### config.mk
export PLATFORM = sky130hd
export DESIGN_NAME = rte_scan_loader_flat
export DESIGN_NICKNAME = d
export VERILOG_FILES = /design/src/rtl/rte_scan_loader_if.sv /design/src/rtl/rte_scan_loader.sv /design/src/flat_wrapper.sv
export SDC_FILE = /design/constraint.sdc
export NUM_CORES = 2
export LEC_CHECK = 0
export BUFFER_PORTS_ARGS = -buffer_cell sky130_fd_sc_hd__buf_2
export CAP_MARGIN = 5
export CORE_MARGIN = 1.5
export CORE_UTILIZATION = 41
export CTS_CLUSTER_DIAMETER = 200
export CTS_CLUSTER_SIZE = 12
export DETAILED_ROUTE_END_ITERATION = 10
export GPL_TIMING_DRIVEN = 0
export PLACE_DENSITY = 0.63
export SYNTH_ARGS = -nofsm -noshare
export SYNTH_HDL_FRONTEND = slang
export SYNTH_SLANG_ARGS = --single-unit
### constraint.sdc
create_clock -name clk -period 7.5 [get_ports clk]
set_clock_uncertainty 0.05 [all_clocks]
set_input_delay 1.5 -clock clk [delete_from_list [all_inputs] [get_ports clk]]
set_output_delay 1.5 -clock clk [all_outputs]
set_load 0.005 [all_outputs]
### src/rtl/rte_scan_loader_if.sv
// Byte-stream handshake into the scan loader.
// The image source drives data/valid and the loader returns ready.
interface rte_scan_loader_if;
  logic [7:0] in_data;
  logic       in_valid;
  logic       in_ready;

  modport master (output in_data, output in_valid, input in_ready);
  modport slave  (input in_data, input in_valid, output in_ready);
endinterface

### src/rtl/rte_scan_loader.sv
// Scan-chain loader for the enforcement machine.
// Buffers an image streamed in byte 0 first, then shifts it out highest
// address first, LSB first within each byte, while holding the machine in reset.
//
// state    | meaning
// ---------+--------------------------------------------------------------
// ST_IDLE  | waiting for load; machine held in reset
// ST_FILL  | accepting image bytes into the buffer
// ST_CLEAR | one-cycle chain clear (scan_reset)
// ST_SHIFT | replaying the buffer onto scan_in/scan_en
// ST_RUN   | image loaded, machine released from reset
module rte_scan_loader #(
  parameter int CONF_LEN  = 14,
  parameter int MEM_LEN   = 64,
  parameter int ADDR_BITS = 7
) (
  input  logic                clk,
  input  logic                reset,
  rte_scan_loader_if.slave    byte_if,
  input  logic                load,
  output logic                scan_in,
  output logic                scan_en,
  output logic                scan_reset,
  output logic                machine_reset,
  output logic                busy,
  output logic                done
);

  localparam int N = CONF_LEN + MEM_LEN;
  localparam logic [ADDR_BITS-1:0] LAST_ADDR = ADDR_BITS'(N - 1);
  localparam logic [ADDR_BITS-1:0] ONE_ADDR  = ADDR_BITS'(1);

  typedef enum logic [2:0] {
    ST_IDLE,
    ST_FILL,
    ST_CLEAR,
    ST_SHIFT,
    ST_RUN
  } state_t;

  state_t               state;
  logic [7:0]           img_buf [N];
  logic [ADDR_BITS-1:0] wr_addr;
  logic [ADDR_BITS-1:0] rd_addr;
  logic [2:0]           bit_idx;

  logic [ADDR_BITS-1:0] rd_next;
  logic [2:0]           bit_next;
  logic                 shift_last;
  logic                 accept;

  // Next shift position, so scan_in can be registered one cycle ahead of use.
  always_comb begin
    bit_next   = bit_idx + 3'd1;
    rd_next    = (bit_idx == 3'd7) ? (rd_addr - ONE_ADDR) : rd_addr;
    shift_last = (rd_addr == '0) && (bit_idx == 3'd7);
    accept     = byte_if.in_valid && byte_if.in_ready;
  end

  // Sequencer: state, pointers, buffer writes and all registered outputs.
  always_ff @(posedge clk) begin
    if (reset) begin
      state            <= ST_IDLE;
      byte_if.in_ready <= 1'b0;
      scan_in          <= 1'b0;
      scan_en          <= 1'b0;
      scan_reset       <= 1'b0;
      machine_reset    <= 1'b1;
      busy             <= 1'b0;
      done             <= 1'b0;
      wr_addr          <= '0;
      rd_addr          <= '0;
      bit_idx          <= '0;
      for (int i = 0; i < N; i++) img_buf[i] <= '0;
    end else begin
      case (state)
        ST_IDLE: begin
          if (load) begin
            state            <= ST_FILL;
            wr_addr          <= '0;
            byte_if.in_ready <= 1'b1;
            busy             <= 1'b1;
          end
        end

        ST_FILL: begin
          if (accept) begin
            img_buf[wr_addr] <= byte_if.in_data;
            if (wr_addr == LAST_ADDR) begin
              state            <= ST_CLEAR;
              byte_if.in_ready <= 1'b0;
              scan_reset       <= 1'b1;
            end else begin
              wr_addr <= wr_addr + ONE_ADDR;
            end
          end
        end

        ST_CLEAR: begin
          // First shift cycle presents the LSB of the highest-address byte.
          state      <= ST_SHIFT;
          scan_reset <= 1'b0;
          rd_addr    <= LAST_ADDR;
          bit_idx    <= '0;
          scan_en    <= 1'b1;
          scan_in    <= img_buf[LAST_ADDR][0];
        end

        ST_SHIFT: begin
          if (shift_last) begin
            state         <= ST_RUN;
            scan_en       <= 1'b0;
            scan_in       <= 1'b0;
            machine_reset <= 1'b0;
            done          <= 1'b1;
            busy          <= 1'b0;
          end else begin
            rd_addr <= rd_next;
            bit_idx <= bit_next;
            scan_in <= img_buf[rd_next][bit_next];
          end
        end

        ST_RUN: begin
          if (load) begin
            state            <= ST_FILL;
            wr_addr          <= '0;
            byte_if.in_ready <= 1'b1;
            busy             <= 1'b1;
            machine_reset    <= 1'b1;
            done             <= 1'b0;
          end
        end

        default: begin
          state <= ST_IDLE;
        end
      endcase
    end
  end

endmodule

### src/flat_wrapper.sv
// flat-port wrapper written by rule: the top's interface ports become plain ports
module rte_scan_loader_flat 
#(
  parameter int CONF_LEN  = 14,
  parameter int MEM_LEN   = 64,
  parameter int ADDR_BITS = 7
)
  (clk, reset, load, scan_in, scan_en, scan_reset, machine_reset, busy, done, byte_if_in_data, byte_if_in_valid, byte_if_in_ready);
  rte_scan_loader_if byte_if_i ();
  input  logic clk;
  input  logic reset;
  input  logic load;
  output logic scan_in;
  output logic scan_en;
  output logic scan_reset;
  output logic machine_reset;
  output logic busy;
  output logic done;
  input wire logic [$bits(byte_if_i.in_data)-1:0] byte_if_in_data;
  input wire logic [$bits(byte_if_i.in_valid)-1:0] byte_if_in_valid;
  output wire logic [$bits(byte_if_i.in_ready)-1:0] byte_if_in_ready;
  assign byte_if_i.in_data = byte_if_in_data;
  assign byte_if_i.in_valid = byte_if_in_valid;
  assign byte_if_in_ready = byte_if_i.in_ready;
  rte_scan_loader #(.CONF_LEN(CONF_LEN), .MEM_LEN(MEM_LEN), .ADDR_BITS(ADDR_BITS)) u_core (.clk(clk), .reset(reset), .byte_if(byte_if_i), .load(load), .scan_in(scan_in), .scan_en(scan_en), .scan_reset(scan_reset), .machine_reset(machine_reset), .busy(busy), .done(done));
endmodule
---- After elaboration in Yosys (flattened, before gate mapping) ----
Memories as Yosys holds them, arrays and structs flattened.
Cells that the tools add are included.
storage, ports and cells
  bits in registers ....................... 27
  bits in writable memories ............... 624
  output and inout bits ................... 7
  memories kept ........................... 1
memory list
  name            depth  width  read ports  clocked after memory_dff  write ports  line                   RTL
  u_core.img_buf  78     8      2           0                         78           rte_scan_loader.sv:42  logic [7:0] img_buf [N];
operators by class
  $add $sub $neg .......................... 3
  $lt $le $gt $ge ......................... 1
  eq/ne operators ......................... 13
  muxes and demuxes ....................... 41
  reduce and logical (&&, ||, !) cells .... 19
operators with widths
  cell                   count
  $mux W7                6
  $pmux W7 S2            2
  $mux W1                17
  $mux W3                5
  $pmux W1 S2            7
  $pmux W3 S4            1
  $reduce_and A4 Y1      3
  $reduce_bool A2 Y1     5
  $reduce_and A3 Y1      3
  $mux W8                1
  $ne A2 B1 Y1 const B   4
  $reduce_or A8 Y1       1
  $add A7 B1 Y7 const B  1
  $eq A7 B7 Y1 const B   1
  $logic_not A7 Y1       1
  $sub A7 B1 Y7 const B  1
  $eq A3 B2 Y1 const B   2
  $eq A3 B3 Y1 const B   2
  $ne A2 B2 Y1 const B   3
  $pmux W3 S2            1
  $lt A3 B4 Y1 const B   1
  $reduce_and A2 Y1      2
  $add A3 B1 Y3 const B  1
  $bmux W1 S3            1
  other kinds (4)        5

---- Longest topological paths before layout ----
  depth in word-level cells ............... 7
  mapped depth ............................ 17
  mapped depth without buffers ............ 12

---- Least setup slack after synthesis ----
Ideal clock, no wire load.
  path kind ............................... input -> register
  start ................................... input port byte_if_in_valid
  end ..................................... memory u_core.img_buf[22][0] (enable)
  arrival ................................. 3.579 ns
  data required time ...................... 7.141 ns
  setup slack ............................. 3.561 ns
  cell stages on the path ................. 7
  path buffers ............................ 1
  path through ............................ nand2_1 -> or4b_2 -> nor3_1 -> nand3_1 -> clkbuf_1 -> nor2_1 -> or2_2
RTL lines
  item         line                   RTL
  from (decl)  flat_wrapper.sv:20     input wire logic [$bits(byte_if_i.in_valid)-1:0] byte_if_in_valid;
  to (decl)    rte_scan_loader.sv:42

---- Worst setup path after layout ----
  start ................................... register u_core.bit_idx[0]
  end ..................................... register u_core.scan_in
between the ends
  cells in the longest elaborated chain, start to end .. 7
RTL lines
  item                           line                                          RTL
  from (decl)                    rte_scan_loader.sv:45                         logic [2:0] bit_idx;
  from (signal assigned)         rte_scan_loader.sv:119                        bit_idx <= bit_next;
  $eq A3 B3 Y1                   rte_scan_loader.sv:55, rte_scan_loader.sv:56
  $mux W7                        rte_scan_loader.sv:55                         rd_next = (bit_idx == 3'd7) ? (rd_addr - ONE_ADDR) : rd_addr;
  $mem_v2 Z78 W8                 n/a
  $bmux W1 S3                    rte_scan_loader.sv:120                        scan_in <= img_buf[rd_next][bit_next];
  $mux W1 (not written as such)  rte_scan_loader.sv:120
  $mux W1 (*)                    rte_scan_loader.sv:110                        if (shift_last) begin
  $pmux W1 S2 (*)                rte_scan_loader.sv:76                         case (state)
  to (signal assigned)           rte_scan_loader.sv:106                        scan_in <= img_buf[LAST_ADDR][0];
  to (signal assigned)           rte_scan_loader.sv:120
  to (decl)                      rte_scan_loader.sv:21                         output logic scan_in,
Mark *: on every way between the ends. The rest lies on a longest branch, timed or not. The select of a mux whose other input is x is not followed.
A chain may end at the register's enable or synchronous reset.

==> summary.txt <==
Nets - 3,008
Worst-Skew Late Latency - 0.70 ns
Post-synthesis xor/xnor area fraction - 0.00332
Critical path launch point type - flip-flop
Root Buffer - clkbuf_16
Routed vias - 28.0k
First-pass GRT wire length - 218,000 um
# IOs - 19
Tcrit/Tclk final - 0.822
Hpwl dp - 107,000 um
Avg Synthesized Cell Area - 16.2 um2
Synth Instances - 2,864
Area grow syn2layout - 10.3%
Register area share after synthesis - 0.675
CORE AREA - 112,000 um2
Share of layout cells above drive strength 1 - 0.181
PortBufs - 18
Tot Pwr - 11,500 uW
Placer congestion estimate - 0.980
Clk slew on worst S/H paths - 0.07 ns
WP data required - 7.98 ns
CTS buffer count - 97
Critical-path top delay cell - buf_2
Die ar. - 115,000 um2
Crit-path cells - ha_1, ha_1, buf_4, nor2_1, nor2_4, buf_2, buf_2, buf_4, buf_2, mux4_2, nand2_1, nand3_1, nand4_1, a21oi_1, o221ai_2, o211ai_2
Final Hold Viols - 0
CTS Buffer Depth - 3
RSZ-0062 raised after global routing - no
Starting Density - 0.413
DRT Wirelength - 161,000 um
DR iter-0 viols - 4,534
Critical path class - flip-flop to flip-flop
Area after DPL - 48,400 um2
Fin area - 51,100 um2
Hold Path Class - flip-flop to flip-flop
Crit path arrival time - 6.65 ns
Vias per inst - 6.18
Die height - 339 um
Postcts setup bufs - 0
Failing checks - max-capacitance violations, max-slew violations
Post-synth EDFFs - 1,024
Post-synth ARST share - 0
Max Cap Viol - 2
Worst setup EP type - flip-flop
CTS tree - yes
Pwr Density - 226 nW/um2
Run status - finished, violations left
Tot GR Track Use - 0.276
Crit-path max cell delay - 0.68 ns
Largest family of logic cells by synthesized area - simple AND/OR/NAND/NOR gates
Remaining antenna violation count after routing - 0
Max Clock Freq - 162 MHz
Synth Area in Compound Gates - 0.0278
Mapped Area - 46,400 um2
Clk sinks - 1,051
Initial antenna violation count - 10
Post-Synth Adder-Cell Area - 0.00162
CTS Hold Bufs - 0
Fin Setup TNS - 0 ns
H-tree depth reported by CTS - 3
Remaining DRCs - 0
Clock period minus worst slack - 6.17 ns
Yosys warnings - 0
Post-CTS sizing - 0
Least-Margin Pin Slew - 1.53 ns
GRT overflow - 0
Post-synthesis mux area share - 0.129
Post-synthesis register bit count - 1,051
Ys flop type - edfxtp_1
Pin count of the biggest net entering global routing - 57
Vias in the first global route - 26.4k
Number of distinct library cells after synthesis - 73
Rows - 123
Wire length per cell - 35.5 um
Max_slew headroom - -0.0226
Lkg Pwr - 0.0167 uW
Critical path's most frequent cell - buf_2
Post-synthesis simple-gate area fraction - 0.137
Fill cells - 9,817
Die width - 339 um
Crit Path Max Fanout - 12
Net Count, Synth - 2,882
Setup violators final - 0
DRT Pass-1 Iters - 8
Peak VDD IR - 192 uV
Max Slew Vio Count - 22
logic make-up after synthesis:
logic type	after synthesis
AND/OR/NAND/NOR	1129
buffers and inverters	198
XOR/XNOR	15
multiplexers	278
adder cells (fa/ha/maj)	6
flip-flops	1051
AO/OA/AOI/OAI	187
through the flow:
stage | hold WS (ns) | setup WS, ns | cells | util
after floorplan | 0.386 | 3.56 | 2864 | -
after global placement | 0.395 | 1.62 | 4382 | 0.430
after detailed placement | 0.410 | 1.58 | 4388 | 0.431
after CTS | 0.421 | 1.69 | 4526 | 0.454
after global routing | 0.447 | 1.48 | 4529 | 0.455
final | 0.431 | 1.33 | 4534 | 0.455
state kept, by name (all words and copies together), names as in the netlist:
signal	count
u_core.scan_in	1
u_core.rd_addr	7
u_core.busy	1
u_core.done	1
u_core.machine_reset	1
u_core.scan_reset	1
u_core.bit_idx	3
u_core.img_buf	1024
u_core.state	3
u_core.byte_if.in_ready	1
u_core.wr_addr	7
u_core.scan_en	1
routing by layer:
metal / GRT usage / vias up / wire length (um)
li1: - / 11100 / -
met1: 0.385 / 14700 / 62700
met5: 0 / - / 23
met2: 0.409 / 1849 / 70900
met4: 0.121 / 4 / 7780
met3: 0.0739 / 344 / 19400
placed cells by master (no fill, tap or decap), types with 12 or more instances in the layout:
cell type  synthesis  layout
a21oi_1           56      56
a22oi_1           45      45
and2_1           572     572
and3_1            60      60
buf_12            17      20
buf_2             37      56
buf_4             14      16
buf_6             11      12
clkbuf_1         112     147
clkbuf_16          0      97
dfxtp_1           27      27
edfxtp_1        1024    1024
mux2i_1           26      26
mux4_1            13      13
mux4_2           239     239
nand2_1          131     131
nand3_1           39      39
nand4_1           25      25
nor2_1           169     168
nor3_1            19      19
or2_2             73      73
worst max-delay path, delay by kind of cell, from the launching register on:
family	cells	cell delay, ns
multiplexers	1	0.46
adder cells (fa/ha/maj)	2	0.51
AO/OA/AOI/OAI	3	0.61
AND/OR/NAND/NOR	5	1.02
buffers and inverters	5	2.71
flip-flops	1	0.57
report_power, final:
part | switching, uW | internal [uW] | total [uW]
logic | 278 | 95.9 | 374
registers | 46.7 | 6580 | 6630
clock network | 2180 | 2360 | 4540
total | 2510 | 9040 | 11500
area by class of cell:
class / instances / area (um2) / share of cell area
Sequential cell: 1051 / 31300 / 0.612
Multi-Input combinational cell: 1615 / 13900 / 0.271
Clock buffer: 132 / 2560 / 0.0501
Tap cell: 1500 / 1880 / 0.0367
Buffer: 194 / 1210 / 0.0236
Timing Repair Buffer: 27 / 211 / 0.00414
Clock inverter: 6 / 88.8 / 0.00174
Inverter: 4 / 15.0 / 0.000294
Antenna cell: 5 / 12.5 / 0.000245
worst paths after layout:
kind                          start                 to  slack [ns]  cells past startpoint
setup reg to reg  u_core.bit_idx[0]     u_core.scan_in        1.33                     16
setup / recovery  u_core.bit_idx[0]     u_core.scan_in        1.33                     16
hold / removal    u_core.bit_idx[1]  u_core.bit_idx[1]        0.43                      2
hold reg to reg   u_core.bit_idx[1]  u_core.bit_idx[1]        0.43                      2
Yosys cell counts, types with 25 or more instances:
master | count | area (um2)
nand3_1 | 39 | 195
nand4_1 | 25 | 156
a21oi_1 | 56 | 280
a22oi_1 | 45 | 338
dfxtp_1 | 27 | 541
nor2_1 | 169 | 634
clkbuf_1 | 112 | 420
and2_1 | 572 | 3580
or2_2 | 73 | 457
edfxtp_1 | 1024 | 30700
mux2i_1 | 26 | 260
and3_1 | 60 | 375
nand2_1 | 131 | 492
mux4_2 | 239 | 5380
buf_2 | 37 | 185
No activity file was read; power rests on OpenSTA's default activity.
